--- src/rtl/core_pkg.sv ---
// Shared core types: fetch FSM states and PC defaults.
// Used by the fetch unit and the branch unit.
package core_pkg;

  typedef enum logic [2:0] {
    S_START,
    S_REQ,
    S_WAIT,
    S_OUT,
    S_HALT
  } fetch_state_t;

  localparam logic [31:0] RESET_PC_DEF = 32'h0;
  localparam int unsigned PC_STEP_DEF  = 4;

endpackage

--- src/rtl/instr_fetch_unit_if.sv ---
// Fetch bus: imem request/valid read port and decode valid/ready port.
// master = fetch unit, slave = memory + decode side.
interface instr_fetch_unit_if #(
  parameter int unsigned ADDR_W = 32,
  parameter int unsigned DATA_W = 32
) ();

  logic              imem_req;
  logic [ADDR_W-1:0] imem_addr;
  logic              imem_rvalid;
  logic [DATA_W-1:0] imem_rdata;
  logic              out_valid;
  logic              out_ready;
  logic [DATA_W-1:0] out_instr;
  logic [ADDR_W-1:0] out_pc;

  modport master (
    output imem_req, imem_addr,
    input  imem_rvalid, imem_rdata,
    output out_valid, out_instr, out_pc,
    input  out_ready
  );

  modport slave (
    input  imem_req, imem_addr,
    output imem_rvalid, imem_rdata,
    input  out_valid, out_instr, out_pc,
    output out_ready
  );

endinterface

--- src/rtl/pc_reg.sv ---
// Program counter: sync active-low reset, load enable, next-value
// mux (pc+PC_STEP / redir_pc). Ports: clk, rst, ld, sel_redir, redir_pc, pc.
module pc_reg #(
  parameter int unsigned       ADDR_W   = 32,
  parameter logic [ADDR_W-1:0] RESET_PC = '0,
  parameter int unsigned       PC_STEP  = 4
) (
  input  logic              clk,
  input  logic              rst,
  input  logic              ld,
  input  logic              sel_redir,
  input  logic [ADDR_W-1:0] redir_pc,
  output logic [ADDR_W-1:0] pc
);

  logic [ADDR_W-1:0] nxt;

  always_comb begin
    nxt = pc + ADDR_W'(PC_STEP);
    if (sel_redir) nxt = redir_pc;
  end

  always_ff @(posedge clk) begin
    if (!rst) pc <= RESET_PC;
    else if (ld) pc <= nxt;
  end

endmodule

--- src/rtl/instr_fetch_unit.sv ---
// Fetch stage: owns PC, reads imem, presents instr+pc to decode.
// Ports: clk, rst, bus (fetch bus master), redirect_en/pc, halt, halted, fetch_cnt.
module instr_fetch_unit
  import core_pkg::*;
#(
  parameter int unsigned       ADDR_W   = 32,
  parameter int unsigned       DATA_W   = 32,
  parameter logic [ADDR_W-1:0] RESET_PC = ADDR_W'(RESET_PC_DEF),
  parameter int unsigned       PC_STEP  = PC_STEP_DEF,
  parameter int unsigned       CNT_W    = 16
) (
  input  logic                clk,
  input  logic                rst,
  instr_fetch_unit_if.master  bus,
  input  logic                redirect_en,
  input  logic [ADDR_W-1:0]   redirect_pc,
  input  logic                halt,
  output logic                halted,
  output logic [CNT_W-1:0]    fetch_cnt
);

  fetch_state_t state, nstate;

  logic              drop;
  logic [ADDR_W-1:0] pc;
  logic              pc_ld;
  logic              pc_redir;
  logic              vld_q;
  logic [DATA_W-1:0] instr_q;
  logic [ADDR_W-1:0] opc_q;
  logic [CNT_W-1:0]  cnt_q;
  logic              rv;
  logic              take;
  logic              hs;

  assign rv = bus.imem_rvalid;

  // Data is kept only for a live read and no redirect this cycle.
  assign take = (state == S_WAIT) && rv && !drop && !redirect_en;
  assign hs   = (state == S_OUT) && bus.out_ready;

  pc_reg #(
    .ADDR_W   (ADDR_W),
    .RESET_PC (RESET_PC),
    .PC_STEP  (PC_STEP)
  ) u_pc (
    .clk       (clk),
    .rst       (rst),
    .ld        (pc_ld),
    .sel_redir (pc_redir),
    .redir_pc  (redirect_pc),
    .pc        (pc)
  );

  always_ff @(posedge clk) begin
    if (!rst) state <= S_START;
    else state <= nstate;
  end

  always_comb begin
    nstate = state;
    unique case (state)
      S_START: nstate = S_REQ;
      S_REQ:   nstate = S_WAIT;
      S_WAIT: begin
        if (rv) nstate = take ? S_OUT : S_REQ;
      end
      S_OUT: begin
        if (redirect_en) nstate = S_REQ;
        else if (bus.out_ready) nstate = halt ? S_HALT : S_REQ;
      end
      S_HALT:  nstate = S_HALT;
      default: nstate = S_START;
    endcase
  end

  always_comb begin
    bus.imem_req  = (state == S_REQ);
    bus.imem_addr = pc;
    halted        = (state == S_HALT);
    pc_redir      = redirect_en && (state != S_HALT);
    pc_ld         = pc_redir || take;
  end

  always_ff @(posedge clk) begin
    if (!rst) begin
      vld_q   <= 1'b0;
      instr_q <= '0;
      opc_q   <= '0;
      cnt_q   <= '0;
      drop    <= 1'b0;
    end else begin
      if (take) begin
        vld_q   <= 1'b1;
        instr_q <= bus.imem_rdata;
        opc_q   <= pc;
      end else if (state == S_OUT && (redirect_en || bus.out_ready)) begin
        vld_q <= 1'b0;
      end
      if (hs && !redirect_en && cnt_q != '1)
        cnt_q <= cnt_q + CNT_W'(1);
      // A redirect while a read is in flight marks that read stale.
      if (state == S_REQ) begin
        drop <= redirect_en;
      end else if (state == S_WAIT) begin
        if (rv) drop <= 1'b0;
        else if (redirect_en) drop <= 1'b1;
      end
    end
  end

  assign bus.out_valid = vld_q;
  assign bus.out_instr = instr_q;
  assign bus.out_pc    = opc_q;
  assign fetch_cnt     = cnt_q;

endmodule

--- src/flat_wrapper.sv ---
// flat-port wrapper written by rule: the top's interface ports become plain ports
module instr_fetch_unit_flat import core_pkg::*;
#(
  parameter int unsigned       ADDR_W   = 32,
  parameter int unsigned       DATA_W   = 32,
  parameter logic [ADDR_W-1:0] RESET_PC = ADDR_W'(RESET_PC_DEF),
  parameter int unsigned       PC_STEP  = PC_STEP_DEF,
  parameter int unsigned       CNT_W    = 16
)
  (clk, rst, redirect_en, redirect_pc, halt, halted, fetch_cnt, bus_imem_req, bus_imem_addr, bus_imem_rvalid, bus_imem_rdata, bus_out_valid, bus_out_instr, bus_out_pc, bus_out_ready);
  instr_fetch_unit_if #(.ADDR_W(ADDR_W), .DATA_W(DATA_W)) bus_i ();
  input  logic clk;
  input  logic rst;
  input  logic redirect_en;
  input  logic [ADDR_W-1:0] redirect_pc;
  input  logic halt;
  output logic halted;
  output logic [CNT_W-1:0] fetch_cnt;
  output wire logic [$bits(bus_i.imem_req)-1:0] bus_imem_req;
  output wire logic [$bits(bus_i.imem_addr)-1:0] bus_imem_addr;
  input wire logic [$bits(bus_i.imem_rvalid)-1:0] bus_imem_rvalid;
  input wire logic [$bits(bus_i.imem_rdata)-1:0] bus_imem_rdata;
  output wire logic [$bits(bus_i.out_valid)-1:0] bus_out_valid;
  output wire logic [$bits(bus_i.out_instr)-1:0] bus_out_instr;
  output wire logic [$bits(bus_i.out_pc)-1:0] bus_out_pc;
  input wire logic [$bits(bus_i.out_ready)-1:0] bus_out_ready;
  assign bus_imem_req = bus_i.imem_req;
  assign bus_imem_addr = bus_i.imem_addr;
  assign bus_i.imem_rvalid = bus_imem_rvalid;
  assign bus_i.imem_rdata = bus_imem_rdata;
  assign bus_out_valid = bus_i.out_valid;
  assign bus_out_instr = bus_i.out_instr;
  assign bus_out_pc = bus_i.out_pc;
  assign bus_i.out_ready = bus_out_ready;
  instr_fetch_unit #(.ADDR_W(ADDR_W), .DATA_W(DATA_W), .RESET_PC(RESET_PC), .PC_STEP(PC_STEP), .CNT_W(CNT_W)) u_core (.clk(clk), .rst(rst), .bus(bus_i), .redirect_en(redirect_en), .redirect_pc(redirect_pc), .halt(halt), .halted(halted), .fetch_cnt(fetch_cnt));
endmodule
--- config.mk ---
export PLATFORM = sky130hd
export DESIGN_NAME = instr_fetch_unit_flat
export DESIGN_NICKNAME = d
export VERILOG_FILES = /design/src/rtl/core_pkg.sv /design/src/rtl/instr_fetch_unit_if.sv /design/src/rtl/pc_reg.sv /design/src/rtl/instr_fetch_unit.sv /design/src/flat_wrapper.sv
export SDC_FILE = /design/constraint.sdc
export NUM_CORES = 1
export LEC_CHECK = 0
export CORE_ASPECT_RATIO = 1.25
export CORE_MARGIN = 2
export CORE_UTILIZATION = 40
export CTS_CLUSTER_SIZE = 8
export DETAILED_ROUTE_END_ITERATION = 6
export PLACE_DENSITY = 0.83
export SYNTH_ARGS = -nofsm -noshare
export SYNTH_HDL_FRONTEND = slang
export SYNTH_HIERARCHICAL = 1
export SYNTH_SLANG_ARGS = --single-unit
--- constraint.sdc ---
create_clock -name clk -period 4.1 [get_ports clk]
set_input_delay 0.82 -clock clk [delete_from_list [all_inputs] [get_ports clk]]
set_output_delay 0.82 -clock clk [all_outputs]
set_load 0.05 [all_outputs]
==> results of run 1 <==
-- metal layers --
| layer | track usage | wire length [um] | vias to the layer above |
|---|---|---|---|
| li1 | - | - | 2836 |
| met1 | 0.2666 | 6963 | 2590 |
| met2 | 0.3850 | 8208 | 195 |
| met3 | 0.05454 | 1052 | 21 |
| met4 | 0.08405 | 294 | 0 |
| met5 | 0 | 0 | - |
-- layout by cell type (no fill, tap or decap), types with 8 or more instances in the layout --
master / instances
clkdlybuf4s50_1: 184
nand2_1: 163
dfxtp_1: 117
a21oi_1: 89
o21ai_0: 23
nand3_1: 21
inv_1: 19
nor2_1: 18
clkbuf_16: 17
nand4_1: 15
nor3_1: 14
nor4_1: 12
mux2i_1: 11
or4_1: 10
buf_4: 9
o31ai_1: 8
a31oi_1: 8
-- kinds of logic after synthesis --
family | after synthesis
DFF | 117
muxes | 12
AOI/OAI and AO/OA | 187
and+or+nand+nor | 305
adders and majority gates | 2
buffers and inverters | 69
xor gates and xnor gates | 1
-- critical path, delay by kind of cell, from the launching register on --
family                 cells  cell delay [ps]
buffers and inverters      3             1140
flip-flops                 1              470
AND/OR/NAND/NOR            1              400
-- power breakdown --
part           internal [mW]  switching (mW)
logic                  0.167           0.237
registers               1.17          0.0522
clock network           1.02           0.558
total                   2.36           0.847
-- final cells by class --
type | instances | area share
multi-input cells | 507 | 0.3544
flip-flops and latches | 117 | 0.2911
repair buffers | 194 | 0.2398
clock buffers | 17 | 0.05288
well taps | 171 | 0.02659
clock inverters | 15 | 0.02535
inverters | 21 | 0.009798
-- final timing paths --
check	cells after the start	endpoint	slack [ps]
min reg2reg	2	u_core/bus.out_instr[7]	450
max	4	halted	860
min	2	u_core/bus.out_instr[7]	450
max reg2reg	7	u_core/u_pc/pc[31]	1450
==> results.py, run 1 <==
metrics = {
    "status": {
        "status": "finished clean",
    },
    "synth": {
        "syn-cell-area_um2": 5446,
        "synthAdderAreaFrac": 0.004595,
        "synth_top_area_share": 0.4300,
        "synth_compound_area_frac": 0.2141,
        "async_reset_ff_frac": 0,
        "synth_edf_count": 0,
        "synth_top_family_by_area": "simple AND/OR/NAND/NOR gates",
        "synth_most_common_cell": "nand2_1",
        "synth_common_cells": "nand2_1 (163), dfxtp_1 (117), a21oi_1 (89), clkbuf_1 (34), o21ai_0 (24)",
        "synth_ff_type": "dfxtp_1",
        "synthTopCellsByArea": "dfxtp_1 (43%), nand2_1 (11%), a21oi_1 (8.2%)",
        "seq_area_frac_synth": 0.4300,
        "synth-simple-area-share": 0.2775,
        "synth_area_per_cell_um2": 7.859,
        "syn_nets": 765,
        "yosys.area_share.xor_xnor": 0.001608,
        "synthMuxAreaShare": 0.02228,
        "ys_seq_elements": 117,
        "synthCells": 693,
        "synth_top_area_cell": "dfxtp_1",
        "synth_cell_type_count": 64,
        "yosys_warnings": 6,
    },
    "final_layout": {
        "area_delta_synth_final_pct": 47.71,
        "drive_gt1_frac": 0.07003,
        "final_util": 0.6053,
        "n_fill_cell": 1204,
        "layout.cells.non_filler": 1042,
        "diodes": 0,
        "multi_input_area_um2": 2851,
        "finalInstanceArea_um2": 8045,
        "final_nets": 930,
        "area.sequential_um2": 2342,
    },
    "setup_path": {
        "critical_path.max_fanout": 8,
        "rr_startpoint": "u_core/state[0]",
        "path_class": "reg2out",
        "cp_common_cell": "inv_1",
        "startpoint": "u_core/state[2]",
        "cp-start-kind": "flip-flop",
        "cp.required_ps": 3280,
        "worstPathCellList": "inv_1 > or3_1 > inv_1 > clkdlybuf4s50_1",
        "worstPathArrival_ps": 2420,
        "critPathMaxStageDelay_ps": 850,
        "endpoint_kind": "output port",
        "critPathSlowestCell": "clkdlybuf4s50_1",
    },
    "global_routing": {
        "grt_max_degree": 73,
        "grt_pass1_vias": 5256,
        "grt_overflow_total": 0,
        "grt_pass1_wl_mm": 25.91,
        "track_usage": 0.2232,
        "antenna_found_initial": 0,
    },
    "pwr": {
        "p_leak_nw": 2.698,
        "p_total_mw": 3.205,
        "peakVddDrop_mv": 0.2103,
        "power.density_nw_per_um2": 398.4,
    },
    "floorplanning": {
        "die_w_um": 108.4,
        "die_area_um2": 14570,
        "fp.coreArea_um2": 13290,
        "chipHeight_um": 134.5,
        "rows": 47,
        "ioPinCount": 185,
        "start_util": 0.4098,
    },
    "sta": {
        "post-route-min-period_ps": 3242,
        "finalSetupTns_ps": 0,
        "finalClockSkew_ps": 6.212,
        "setup_slack_ps": 857.7,
        "hold_viol_final": 0,
        "final_max_slew_viol_count": 0,
        "worst_slew_pin_slew_ps": 1082,
        "relSlewSlack": 0.2722,
        "setup-violations-final": 0,
        "whs_ps": 451.1,
        "min_period_over_period": 0.7908,
        "fmax_mhz": 308.4,
        "rsz0062_at_grt": "false",
    },
    "placement": {
        "pre_cts_slack_ps": 670.1,
        "dpl.cell_count": 1010,
        "place.port_buffers": 184,
        "placed_area_um2": 7416,
        "gp_congestion": 0.8747,
        "place_hpwl_mm": 11.25,
    },
    "clocking": {
        "clock_latency_ps": 410,
        "cts_tree": "built",
        "h-tree-depth": 4,
        "cts.sinks": 117,
        "numCtsBuffers": 17,
        "cts_resized": 0,
        "cts-root-buf": "clkbuf_16",
        "cts_buffer_depth": 2,
        "post_cts_buffers": 0,
        "cts_hold_buf": 0,
        "clk_pin_slew_worst_paths_ps": 60,
    },
    "routing": {
        "wire_per_inst_um": 15.85,
        "drc": 0,
        "routed_wl_mm": 16.52,
        "drt-initial-drc-count": 428,
        "viasPerCell": 5.415,
        "ant_nets": 0,
        "first_pass_iters": 5,
        "num_vias": 5642,
    },
    "job": {
        "drv_cap": 0,
    },
    "worst_hold_path": {
        "worst_hold_startpoint": "u_core/bus.out_instr[7]",
        "hp-class": "reg2reg",
    },
}
No activity file was read; power rests on OpenSTA's default activity.
==> inputs of run 2 (changes only) <==
==> constraint.sdc (replaced) <==
create_clock -name clk -period 3.25 [get_ports clk]
set_input_delay 0.65 -clock clk [delete_from_list [all_inputs] [get_ports clk]]
set_output_delay 0.65 -clock clk [all_outputs]
set_load 0.05 [all_outputs]
==> results.py, run 2 (synthesis gave the netlist of run 1 again) <==
metrics = {
    "placement": {
        "gp_congestion": 0.8644,
        "placed_area_um2": 7481,
        "place.port_buffers": 184,
        "place_hpwl_mm": 11.38,
    },
    "global_routing": {
        "grt_overflow_total": 0,
        "track_usage": 0.2243,
        "antenna_found_initial": 0,
        "grt_pass1_wl_mm": 25.79,
        "grt_pass1_vias": 5231,
        "grt_max_degree": 73,
    },
    "sta": {
        "final_max_slew_viol_count": 0,
        "worst_slew_pin_slew_ps": 725.4,
        "setup-violations-final": 0,
        "post-route-min-period_ps": 3051,
        "min_period_over_period": 0.9386,
        "finalSetupTns_ps": 0,
        "hold_viol_final": 0,
        "rsz0062_at_grt": "false",
        "finalClockSkew_ps": 7.460,
        "fmax_mhz": 327.8,
        "relSlewSlack": 0.5123,
    },
    "clocking": {
        "cts_resized": 0,
        "cts_hold_buf": 0,
        "cts.sinks": 117,
        "post_cts_buffers": 0,
        "cts-root-buf": "clkbuf_16",
        "numCtsBuffers": 17,
        "clk_pin_slew_worst_paths_ps": 50,
        "cts_tree": "built",
        "cts_buffer_depth": 2,
        "h-tree-depth": 4,
        "clock_latency_ps": 410,
    },
    "job": {
        "drv_cap": 0,
    },
    "pwr": {
        "power.density_nw_per_um2": 489.0,
        "p_total_mw": 3.952,
        "power.switching_mw": 1.040,
        "switching_share": 0.2632,
        "p_int_mw": 2.912,
        "p_leak_nw": 2.732,
        "clkPwrFrac": 0.479,
        "peakVddDrop_mv": 0.2724,
        "seq_power_share": 0.390,
        "combPwrFrac": 0.131,
    },
    "worst_hold_path": {
        "worst_hold_startpoint": "u_core/bus.out_pc[18]",
        "holdPathStages": 2,
        "hp-class": "reg2reg",
    },
    "final_layout": {
        "area_delta_synth_final_pct": 48.36,
        "final_common_cell": "clkdlybuf4s50_1",
        "finalInstanceArea_um2": 8080,
        "final_nets": 937,
        "final_cell_mix": "clkdlybuf4s50_1 (184), nand2_1 (163), dfxtp_1 (117)",
        "drive_gt1_frac": 0.07745,
        "diodes": 0,
        "n_fill_cell": 1192,
    },
    "routing": {
        "num_vias": 5729,
        "wire_per_inst_um": 15.77,
        "viasPerCell": 5.461,
        "drc": 0,
        "drt-initial-drc-count": 356,
        "first_pass_iters": 5,
        "ant_nets": 0,
        "routed_wl_mm": 16.54,
    },
    "setup_path": {
        "worstPathArrival_ps": 2400,
        "cp-start-kind": "flip-flop",
        "critical_path.max_fanout": 8,
        "rr_startpoint": "u_core/state[0]",
        "worstRegToRegCells": 7,
        "endpoint_kind": "output port",
        "path_class": "reg2out",
        "cp.required_ps": 2600,
        "startpoint": "u_core/state[2]",
    },
    "floorplanning": {
        "die_w_um": 108.4,
        "fp.coreArea_um2": 13290,
        "die_area_um2": 14570,
        "ioPinCount": 185,
        "start_util": 0.4098,
        "rows": 47,
        "chipHeight_um": 134.5,
    },
    "status": {
        "status": "finished clean",
    },
}
[run 2: stage by stage]
step	setup slack [ps]	instances	util	hold WS [ps]
CTS	189.0	1049	0.6080	453.3
floorplan	153.8	693	-	500.0
global route	121.2	1049	0.6080	469.2
detailed placement	130.9	1017	0.5629	445.5
global placement	167.6	1017	0.5629	440.5
finish	199.5	1049	0.6080	450.7
[run 2: power by group through the flow]
stage          logic (mW)  clock network (mW)  registers, mW
4_1_cts             0.520                1.92           1.54
3_3_place_gp        0.512                   0           1.57
6_report            0.519                1.89           1.54
5_1_grt             0.555                1.98           1.55
3_5_place_dp        0.517                   0           1.57
2_1_floorplan       0.181                   0           1.68
[run 2: worst max-delay path: stages (launching register included)]
cell,delay [ps]
dfxtp_1,470
inv_1,100
or3_1,410
inv_1,150
clkdlybuf4s50_1,850
[run 2: cell type report]
cell class	instances	area, um^2	share of cell area
Tap cell	171	214.0	0.02648
Clock buffer	18	439.2	0.05435
Clock inverter	14	160.2	0.01982
Inverter	21	78.83	0.009755
Sequential cell	117	2342	0.2899
Timing Repair Buffer	201	1994	0.2468
Multi-Input combinational cell	507	2851	0.3529
[run 2: per-layer routing]
metal  GRT usage  part of all wire
met4     0.08903             0.023
met5           0                 0
met1      0.2696              0.41
met2      0.3816              0.49
met3     0.05647             0.069
[run 2: path summary, 6_finish.rpt]
path	to	slack (ps)
min	u_core/bus.out_pc[18]	450
max reg2reg	u_core/u_pc/pc[31]	700
min reg2reg	u_core/bus.out_pc[18]	450
max	halted	200
